`src/rtl/chess_turn_ctrl_pkg.sv`:
```
// Shared types and constants for the chess turn controller: FSM states,
// turn/loser player codes and the default per-player time budget.
package chess_turn_ctrl_pkg;

  typedef enum logic [1:0] {
    IDLE    = 2'd0,
    P1_RUN  = 2'd1,
    P2_RUN  = 2'd2,
    TIMEOUT = 2'd3
  } state_t;

  typedef logic [1:0] turn_t;

  localparam turn_t TURN_NONE = 2'b00;
  localparam turn_t TURN_P1   = 2'b01;
  localparam turn_t TURN_P2   = 2'b10;

  // Per-player budget in BCD {sec10, sec1, csec10, csec1}: 30.00 s
  localparam logic [15:0] INIT_TIME_DEF = 16'h3000;

endpackage

```
`src/rtl/chess_turn_ctrl_if.sv`:
```
// Control pulses in, turn/timer status out, between a game host (master)
// and the turn controller (slave).
interface chess_turn_ctrl_if;
  import chess_turn_ctrl_pkg::*;

  logic        start;
  logic        move_done;
  logic        abort;
  turn_t       turn;
  logic [15:0] time_bcd;
  logic        timeout;
  turn_t       loser;

  modport master (
    output start, move_done, abort,
    input  turn, time_bcd, timeout, loser
  );

  modport slave (
    input  start, move_done, abort,
    output turn, time_bcd, timeout, loser
  );

endinterface

```
`src/rtl/chess_turn_ctrl_bcd_dec4.sv`:
```
// 4-digit BCD decrement by one with borrow; saturates at 0000 and flags a
// zero result.
module bcd_dec4 (
  input  logic [15:0] i_val,
  output logic [15:0] o_dec,
  output logic        o_zero
);

  logic w_borrow;

  always_comb begin
    o_dec    = '0;
    w_borrow = 1'b1;
    for (int unsigned i = 0; i < 4; i++) begin
      if (w_borrow && (i_val[4*i +: 4] == 4'd0)) begin
        o_dec[4*i +: 4] = 4'd9;
      end else if (w_borrow) begin
        o_dec[4*i +: 4] = i_val[4*i +: 4] - 4'd1;
        w_borrow        = 1'b0;
      end else begin
        o_dec[4*i +: 4] = i_val[4*i +: 4];
      end
    end
    if (i_val == 16'h0000) o_dec = '0;
    o_zero = (o_dec == 16'h0000);
  end

endmodule

```
`src/rtl/chess_turn_ctrl.sv`:
```
// Two-player chess clock: alternates turns on move_done, counts down the
// active player's BCD budget every 10 ms and latches the loser on expiry.
module chess_turn_ctrl
  import chess_turn_ctrl_pkg::*;
#(
  parameter int unsigned TICK_DIV  = 250000,
  parameter logic [15:0] INIT_TIME = INIT_TIME_DEF
) (
  input  logic             segclk,
  input  logic             reset,
  chess_turn_ctrl_if.slave bus
);

  localparam int unsigned PW = $clog2(TICK_DIV);
  localparam logic [PW-1:0] PRESC_LAST = PW'(TICK_DIV - 1);

  state_t        r_state, w_state_nxt;
  logic [15:0]   r_b1, r_b2, w_b1_nxt, w_b2_nxt;
  logic [PW-1:0] r_presc, w_presc_nxt;
  turn_t         r_turn, w_turn_nxt, r_loser, w_loser_nxt;
  logic [15:0]   r_time, w_time_nxt;
  logic          r_timeout;

  logic        w_run, w_tick, w_zero;
  logic [15:0] w_active, w_dec;

  assign w_run    = (r_state == P1_RUN) || (r_state == P2_RUN);
  assign w_tick   = w_run && (r_presc == PRESC_LAST);
  assign w_active = (r_state == P2_RUN) ? r_b2 : r_b1;

  bcd_dec4 u_dec (
    .i_val  (w_active),
    .o_dec  (w_dec),
    .o_zero (w_zero)
  );

  always_comb begin
    w_state_nxt = r_state;
    w_b1_nxt    = r_b1;
    w_b2_nxt    = r_b2;
    w_presc_nxt = r_presc;
    w_loser_nxt = r_loser;

    unique case (r_state)
      IDLE: begin
        if (bus.start) begin
          w_b1_nxt    = INIT_TIME;
          w_b2_nxt    = INIT_TIME;
          w_presc_nxt = '0;
          w_state_nxt = P1_RUN;
        end
      end
      P1_RUN, P2_RUN: begin
        w_presc_nxt = w_tick ? '0 : r_presc + PW'(1);
        if (w_tick) begin
          if (r_state == P1_RUN) w_b1_nxt = w_dec;
          else                   w_b2_nxt = w_dec;
        end
        // The tick is applied before move_done, so an expiring tick wins.
        if (w_tick && w_zero) begin
          w_state_nxt = TIMEOUT;
          w_loser_nxt = (r_state == P1_RUN) ? TURN_P1 : TURN_P2;
        end else if (bus.move_done) begin
          w_state_nxt = (r_state == P1_RUN) ? P2_RUN : P1_RUN;
          w_presc_nxt = '0;
        end
      end
      TIMEOUT: ;
      default: w_state_nxt = IDLE;
    endcase

    if (bus.abort) begin
      w_state_nxt = IDLE;
      w_presc_nxt = '0;
      w_loser_nxt = TURN_NONE;
      w_b1_nxt    = r_b1;
      w_b2_nxt    = r_b2;
    end

    // Outputs are registered from next-state values so they track the state.
    unique case (w_state_nxt)
      P1_RUN:  begin w_turn_nxt = TURN_P1;     w_time_nxt = w_b1_nxt; end
      P2_RUN:  begin w_turn_nxt = TURN_P2;     w_time_nxt = w_b2_nxt; end
      TIMEOUT: begin w_turn_nxt = w_loser_nxt; w_time_nxt = '0;       end
      default: begin w_turn_nxt = TURN_NONE;   w_time_nxt = w_b1_nxt; end
    endcase
  end

  always_ff @(posedge segclk) begin
    if (reset) begin
      r_state   <= IDLE;
      r_presc   <= '0;
      r_b1      <= INIT_TIME;
      r_b2      <= INIT_TIME;
      r_turn    <= TURN_NONE;
      r_time    <= INIT_TIME;
      r_timeout <= 1'b0;
      r_loser   <= TURN_NONE;
    end else begin
      r_state   <= w_state_nxt;
      r_presc   <= w_presc_nxt;
      r_b1      <= w_b1_nxt;
      r_b2      <= w_b2_nxt;
      r_turn    <= w_turn_nxt;
      r_time    <= w_time_nxt;
      r_timeout <= (w_state_nxt == TIMEOUT);
      r_loser   <= w_loser_nxt;
    end
  end

  assign bus.turn     = r_turn;
  assign bus.time_bcd = r_time;
  assign bus.timeout  = r_timeout;
  assign bus.loser    = r_loser;

endmodule

```
`src/flat_wrapper.sv`:
```
// flat-port wrapper written by rule: the top's interface ports become plain ports
module chess_turn_ctrl_flat import chess_turn_ctrl_pkg::*;
#(
  parameter int unsigned TICK_DIV  = 250000,
  parameter logic [15:0] INIT_TIME = INIT_TIME_DEF
)
  (segclk, reset, bus_start, bus_move_done, bus_abort, bus_turn, bus_time_bcd, bus_timeout, bus_loser);
  chess_turn_ctrl_if bus_i ();
  input  logic segclk;
  input  logic reset;
  input wire logic [$bits(bus_i.start)-1:0] bus_start;
  input wire logic [$bits(bus_i.move_done)-1:0] bus_move_done;
  input wire logic [$bits(bus_i.abort)-1:0] bus_abort;
  output wire logic [$bits(bus_i.turn)-1:0] bus_turn;
  output wire logic [$bits(bus_i.time_bcd)-1:0] bus_time_bcd;
  output wire logic [$bits(bus_i.timeout)-1:0] bus_timeout;
  output wire logic [$bits(bus_i.loser)-1:0] bus_loser;
  assign bus_i.start = bus_start;
  assign bus_i.move_done = bus_move_done;
  assign bus_i.abort = bus_abort;
  assign bus_turn = bus_i.turn;
  assign bus_time_bcd = bus_i.time_bcd;
  assign bus_timeout = bus_i.timeout;
  assign bus_loser = bus_i.loser;
  chess_turn_ctrl #(.TICK_DIV(TICK_DIV), .INIT_TIME(INIT_TIME)) u_core (.segclk(segclk), .reset(reset), .bus(bus_i));
endmodule
```
`config.mk`:
```
export PLATFORM = sky130hd
export DESIGN_NAME = chess_turn_ctrl_flat
export DESIGN_NICKNAME = d
export VERILOG_FILES = /design/src/rtl/chess_turn_ctrl_pkg.sv /design/src/rtl/chess_turn_ctrl_if.sv /design/src/rtl/chess_turn_ctrl_bcd_dec4.sv /design/src/rtl/chess_turn_ctrl.sv /design/src/flat_wrapper.sv
export SDC_FILE = /design/constraint.sdc
export NUM_CORES = 1
export LEC_CHECK = 0
export CAP_MARGIN = 20
export CORE_UTILIZATION = 49
export DETAILED_ROUTE_END_ITERATION = 10
export MAX_ROUTING_LAYER = met4
export PLACE_DENSITY = 0.68
export SKIP_CTS_REPAIR_TIMING = 1
export SYNTH_ARGS = -nofsm -noshare
export SYNTH_HDL_FRONTEND = slang
export SYNTH_HIERARCHICAL = 1
export SYNTH_SLANG_ARGS = --single-unit
```
`constraint.sdc`:
```
create_clock -name segclk -period 6.9 [get_ports segclk]
set_input_delay 0.69 -clock segclk [delete_from_list [all_inputs] [get_ports segclk]]
set_output_delay 0.69 -clock segclk [all_outputs]
set_load 0.01 [all_outputs]
```
==> summary.md, run 1 <==
| Metric | Value |
|---|---|
| Synth Cell Area | `4000 µm²` |
| Max_cap viols | `0` |
| CP peak stage delay | `680 ps` |
| Worst path cell trace | `inv_1 > ha_1 > mux2_2 > inv_1 > ha_1 > nor3b_2 > nand2_1 > o21ai_0 > o2111ai_1 > nor4_2 > nand2_1 > a2111oi_0 > a21oi_1 > nand3_1 > o22ai_1` |
| Relative slew slack | `28.3%` |
| WP data arrival | `5500 ps` |
| H-tree Lvls | `3` |
| Final weighted congestion in routability-driven placement | `0.899` |
| Initial core utilization | `51.2%` |
| Crit. End Element | `register` |
| Die Height | `92.4 µm` |
| Fin crit share | `76.9%` |
| Synth Area per Inst | `8.91 µm²` |
| Aggregate global-route resource usage | `22.5%` |
| Top Family by Delay on Critical Path | `simple AND/OR/NAND/NOR gates` |
| Syn_nets | `467` |
| DRT iter0 DRCs | `171` |
| Total gr overflow | `0` |
| Layout cells sized above 1 | `15.4%` |
| Final hold vios | `0` |
| Antenna viol nets, final | `0` |
| Initial antenna violation count | `0` |
| Commonest non-fill, non-tap cells in the layout | `73 x dfxtp_1, 48 x nor2_1, 37 x inv_1, 30 x nand2_1, 26 x a21oi_1` |
| Hpwl dp | `6.21 mm` |
| CTS tree | `yes` |
| Total Wirelength | `8.96 mm` |
| Endpoints failing setup | `0` |
| CP Launch Point | `u_core/r_state[0]` |
| Final min period | `5310 ps` |
| Pin count of the biggest net entering global routing | `17` |
| WHS Path Cells | `2` |
| Drt pass-1 iters | `5` |
| Setup_tns | `0 ps` |
| Die footprint | `8530 µm²` |
| Post-synth EDFFs | `0` |
| Placed Area | `4280 µm²` |
| Area delta synth->final | `11.4%` |
| Root Driver | `clkbuf_8` |
| Commonest non-fill, non-tap cell in the layout | `dfxtp_1` |
| Top cell type's share of synthesized area | `36.5%` |
| Final nets | `488` |
| Vias per inst | `5.74` |
| Clk slew on worst S/H paths | `80 ps` |
| Via count | `3314` |
| Dpl cells | `561` |
| CTS buffer count | `9` |
| Critical Path Start Type | `register` |
| Synth Warn # | `6` |
| CP max FO | `16` |
| WP data required | `7090 ps` |
| Final Skew | `8.63 ps` |
| Ant diodes | `0` |
| Site Rows | `32` |
| Max Slew Vio Count | `0` |
| Global-route wire length before repair | `14.8 mm` |
| Status | `completed` |
| Post-synth top flop | `dfxtp_1` |
| Vias in the first global route | `3201` |
| Critical path type | `reg -> reg` |
| Design Area, Final | `4460 µm²` |
| Slowest cell on crit path | `ha_1` |
| FF+latch count, synth | `73` |
| Core Area | `7810 µm²` |
| RSZ-0062 raised after global routing | `false` |
| Hold path endpoint | `u_core/r_b1[14]` |
| Non-Filler Instances | `577` |
| Final Power | `0.777 mW` |
| Power per standard cell area | `174 nW/µm²` |
| Worst Hold Class | `reg -> reg` |
| Hold_sp | `u_core/r_b1[14]` |
| R2r startpoint | `u_core/r_state[0]` |
| Cell taking the most area after synthesis | `dfxtp_1` |
| Yosys cell types | `62` |
| Post-Synthesis Cells | `449` |
| Clock sinks | `73` |
| Reg2Reg Depth | `15` |
| WL/cell | `15.5 µm` |
| Worst path bufs/invs | `2` |
| Ys async rst share | `0%` |
| Worst vdd ir | `0.0000745 V` |
| Area contributors post-synth | `dfxtp_1 37%, mux2_2 5.6%, nor2_1 4.5%` |
| Chip width | `92.4 µm` |
| Clk buf depth | `2` |
| Fmax achieved | `188 MHz` |
| Lkg Pwr | `1.72 nW` |
| Worst skew pair latency | `350 ps` |
| Worst reg-to-reg setup slack | `1590 ps` |
| Drt drc | `0` |
| Sequential area share after synthesis | `36.5%` |
| Worst R2R End | `u_core/bus.time_bcd[14]` |
| Port bufs | `25` |
| Worst-margin pin slew | `1070 ps` |
| # IOs | `26` |
[synth_stat cells, types with 3 or more instances]
library cell,instances
a21oi_2,3
a21oi_1,26
buf_4,3
xor2_1,6
nand4_1,8
nor2b_1,3
a22oi_1,4
xnor2_1,7
nor3_1,10
nor2_1,48
buf_6,4
mux2i_1,5
a22oi_2,9
o22ai_1,3
clkbuf_1,5
nor4_1,5
a22o_1,13
nand3_1,9
ha_1,13
nand2_1,30
o2bb2ai_1,13
and2_2,9
dfxtp_1,73
and2_1,8
inv_1,37
nor3b_2,4
nand2b_1,4
mux2_2,20
o21ai_0,16
[final cells by class]
type                       count  area, µm²
tap                          102        128
multi-input combinational    321       2280
clock buffer                  11        151
timing repair buffer          27        265
sequential                    73       1460
clock inverter                 5       30.0
inverter                      38        143
fill                         718       3350
[metal layers]
metal  part of all wire [%]  vias to the layer above  global-route usage (%)
li1                       -                     1652                       -
met2                     47                       92                    36.4
met1                     46                     1550                    26.7
met3                    4.2                       20                    4.60
met4                    2.3                        0                    11.1
met5                      0                        -                       -
[per-stage QoR]
step | utilization, % | worst slack, ps | hold WS [ps]
2_1_floorplan | - | 2850 | 433
3_3_place_gp | 54.8 | 1920 | 458
3_5_place_dp | 54.8 | 1690 | 462
4_1_cts | 57.1 | 1650 | 479
5_1_grt | 57.1 | 1110 | 520
6_report | 57.1 | 1590 | 481
[worst min-delay path, delay by kind of cell (launching register included)]
| kind | cells | cell delay, ps |
|---|---|---|
| buffers and inverters | 1 | 50 |
| AOI/OAI and AO/OA | 1 | 80 |
| DFF | 1 | 330 |
[worst max-delay path by stage]
| stage | endpoint | depth (start not counted) |
|---|---|---|
| after floorplan | u_core/bus.time_bcd[2] | 18 |
| after global placement | u_core/bus.time_bcd[12] | 15 |
| after detailed placement | u_core/bus.time_bcd[14] | 15 |
| after CTS | u_core/bus.time_bcd[14] | 15 |
| after global routing | u_core/bus.time_bcd[14] | 15 |
| final | u_core/bus.time_bcd[14] | 15 |
[sequential cells by signal, indices dropped and copies added, names as in the netlist]
name,flops
u_core/r_presc,18
u_core/r_b1,16
u_core/r_b2,16
u_core/bus.turn,2
u_core/bus.loser,2
u_core/bus.time_bcd,16
u_core/bus.timeout,1
u_core/r_state,2
[logic make-up after synthesis]
family	synth area share, %
adders and majority gates	4.07
muxes	6.88
and+or+nand+nor	21.6
AOI/OAI and AO/OA	21.6
xor gates and xnor gates	2.85
buffers and inverters	6.51
DFF	36.5
[power breakdown]
part | internal, mW | switching (mW) | leakage (nW)
Combinational | 0.0154 | 0.0295 | 1.04
Clock | 0.148 | 0.158 | 0.0911
Sequential | 0.423 | 0.00163 | 0.589
(Power assumes the default switching activity.)
==> run 2, diff against run 1 <==
==> constraint.sdc (replaced) <==
create_clock -name segclk -period 5.5 [get_ports segclk]
set_input_delay 0.55 -clock segclk [delete_from_list [all_inputs] [get_ports segclk]]
set_output_delay 0.55 -clock segclk [all_outputs]
set_load 0.01 [all_outputs]
==> summary.md, run 2 (synthesis results as in run 1) <==
| Metric | Value |
|---|---|
| Drt pass-1 iters | `5 (unchanged)` |
| Global-route wire length before repair | `15.5 mm (+4.2%)` |
| CP max FO | `14 (-2)` |
| Area of the multi-input gates | `2280 µm² (unchanged)` |
| Reg2Reg Depth | `14 (-1)` |
| Total gr overflow | `0 (unchanged)` |
| Clk slew on worst S/H paths | `80 ps (about the same)` |
| H-tree Lvls | `3 (unchanged)` |
| Top reg by flops | `u_core/r_presc` |
| Total Wirelength | `8.90 mm (-0.65%)` |
| WHS Path Cells | `2 (unchanged)` |
| # IOs | `26 (unchanged)` |
| Area delta synth->final | `12.4%` |
| Via count | `3346 (+0.97%)` |
| Lkg Pwr | `1.74 nW (+1.2%)` |
| Max Slew Vio Count | `0 (unchanged)` |
| Worst skew pair latency | `350 ps (about the same)` |
| Uppermost routed layer | `met4` |
| Placed Area | `4290 µm² (+0.35%)` |
| WL/cell | `15.4 µm (-0.99%)` |
| Clock sinks | `73 (unchanged)` |
| Routed wl met3 | `328 µm (-12%)` |
| Final Power | `1.02 mW (+32%)` |
| Critical path type | `reg -> reg` |
| Root Driver | `clkbuf_8` |
| Slowest cell on crit path | `nor3b_2` |
| Pin count of the biggest net entering global routing | `17 (unchanged)` |
| Die Height | `92.4 µm (unchanged)` |
| Max_cap viols | `0 (unchanged)` |
| Final weighted congestion in routability-driven placement | `0.869 (-3.3%)` |
| Initial core utilization | `51.2% (unchanged)` |
| Final min period | `4520 ps (-785 ps)` |
| Worst vdd ir | `0.000155 V (+110%)` |
| Worst Hold Class | `reg -> reg` |
| Min Hold Slack | `498 ps (+16.8 ps)` |
| Drt drc | `0 (unchanged)` |
| Fin crit share | `82.2% (+5.3 points)` |
| Worst path cell trace | `inv_1 > ha_1 > mux2_2 > inv_1 > ha_1 > nor3b_2 > nand2_1 > o21ai_0 > o2111ai_1 > nor4_2 > nand4_1 > o21bai_1 > nand2_1 > o2bb2ai_1` |
| Commonest non-fill, non-tap cell in the layout | `dfxtp_1` |
| Final nets | `490 (+0.41%)` |
| Fmax achieved | `221 MHz (+17%)` |
| Commonest non-fill, non-tap cells in the layout | `73 x dfxtp_1, 48 x nor2_1, 37 x inv_1, 30 x nand2_1, 26 x a21oi_1` |
| Layout cells sized above 1 | `15.5% (+0.15 points)` |
| Design Area, Final | `4500 µm² (+0.90%)` |
| Hpwl dp | `6.21 mm (about the same)` |
| Met2 WL | `4.35 mm (+2.6%)` |
| Die footprint | `8530 µm² (unchanged)` |
| RSZ-0062 raised after global routing | `false` |
| Initial antenna violation count | `0 (unchanged)` |
| Power per standard cell area | `227 nW/µm² (+30%)` |
| Port bufs | `25 (unchanged)` |
| CP peak stage delay | `580 ps (-100 ps)` |
| Core Area | `7810 µm² (unchanged)` |
| Chip width | `92.4 µm (unchanged)` |
| Max FFs per register | `18 (unchanged)` |
| Antenna viol nets, final | `0 (unchanged)` |
| Setup_tns | `0 ps (unchanged)` |
| WP data arrival | `4750 ps (-750 ps)` |
| CTS buffer count | `9 (unchanged)` |
| DRT iter0 DRCs | `142 (-17%)` |
| Status | `completed` |
| Endpoints failing setup | `0 (unchanged)` |
| Vias in the first global route | `3244 (+1.3%)` |
| Worst reg-to-reg setup slack | `980 ps (-620 ps)` |
| Filler cells | `708 (-1.4%)` |
| Aggregate global-route resource usage | `23.2% (+0.66 points)` |
| Register area | `1460 µm² (unchanged)` |
| CTS tree | `yes` |
| Worst-margin pin slew | `1010 ps (-60.8 ps)` |
| Final Skew | `9.78 ps (+1.15 ps)` |
| Relative slew slack | `32.4% (+4.1 points)` |
| WP data required | `5730 ps (-1360 ps)` |
| Wl on met1 | `4.14 mm (-0.14%)` |
| Clk buf depth | `2 (unchanged)` |
| Final hold vios | `0 (unchanged)` |
| Crit. End Element | `register` |
| Site Rows | `32 (unchanged)` |
| Critical Path Start Type | `register` |
| Vias per inst | `5.78 (+0.62%)` |
| Ant diodes | `0 (unchanged)` |
[run 2: changes by cell type in the layout (fill, tap and decap cells not counted)]
cell        previous run  this run
bufinv_16              0         1
clkbuf_1               0         1
clkinv_4               0         1
buf_4                  2         4
clkinvlp_4             2         1
clkinv_2               3         1
[run 2: stage by stage]
stage          worst slack [ps]  std cells  utilization (%)
2_1_floorplan              1450        449                -
6_report                    976        579             57.6
5_1_grt                     522        579             57.6
3_5_place_dp               1030        563             55.0
4_1_cts                     989        579             57.6
3_3_place_gp               1190        563             55.0
[run 2: cell type report]
class	count	share of cell area, %
Tap cell	102	2.84
Multi-Input combinational cell	321	50.7
Timing Repair Buffer	29	6.23
Inverter	38	3.17
Clock inverter	4	1.14
Sequential cell	73	32.5
Clock buffer	12	3.45
[run 2: path summary, 6_finish.rpt]
path	to	start
setup / recovery	u_core/bus.time_bcd[10]	u_core/r_state[0]
hold / removal	u_core/r_presc[12]	u_core/r_presc[12]
setup reg to reg	u_core/bus.time_bcd[10]	u_core/r_state[0]
hold reg to reg	u_core/r_presc[12]	u_core/r_presc[12]
[run 2: metal layers]
| layer | global-route usage, % | up-vias |
|---|---|---|
| met5 | - | - |
| met4 | 8.33 | 0 |
| met3 | 4.19 | 11 |
| met2 | 37.8 | 79 |
| met1 | 28.8 | 1597 |
| li1 | - | 1659 |
[run 2: power by group]
part / total [mW] / leakage [nW] / internal, mW / switching, mW
Sequential: 0.533 / 0.589 / 0.531 / 0.00217
Clock: 0.432 / 0.103 / 0.234 / 0.197
Combinational: 0.0568 / 1.05 / 0.0195 / 0.0373
Total: 1.02 / 1.74 / 0.785 / 0.237
[run 2: critical path, delay by kind of cell, from the launching register on]
kind / cells / cell delay [ps]
buffers and inverters: 2 / 220
adders and majority gates: 2 / 560
AOI/OAI and AO/OA: 4 / 920
muxes: 1 / 400
and+or+nand+nor: 5 / 1940
DFF: 1 / 340
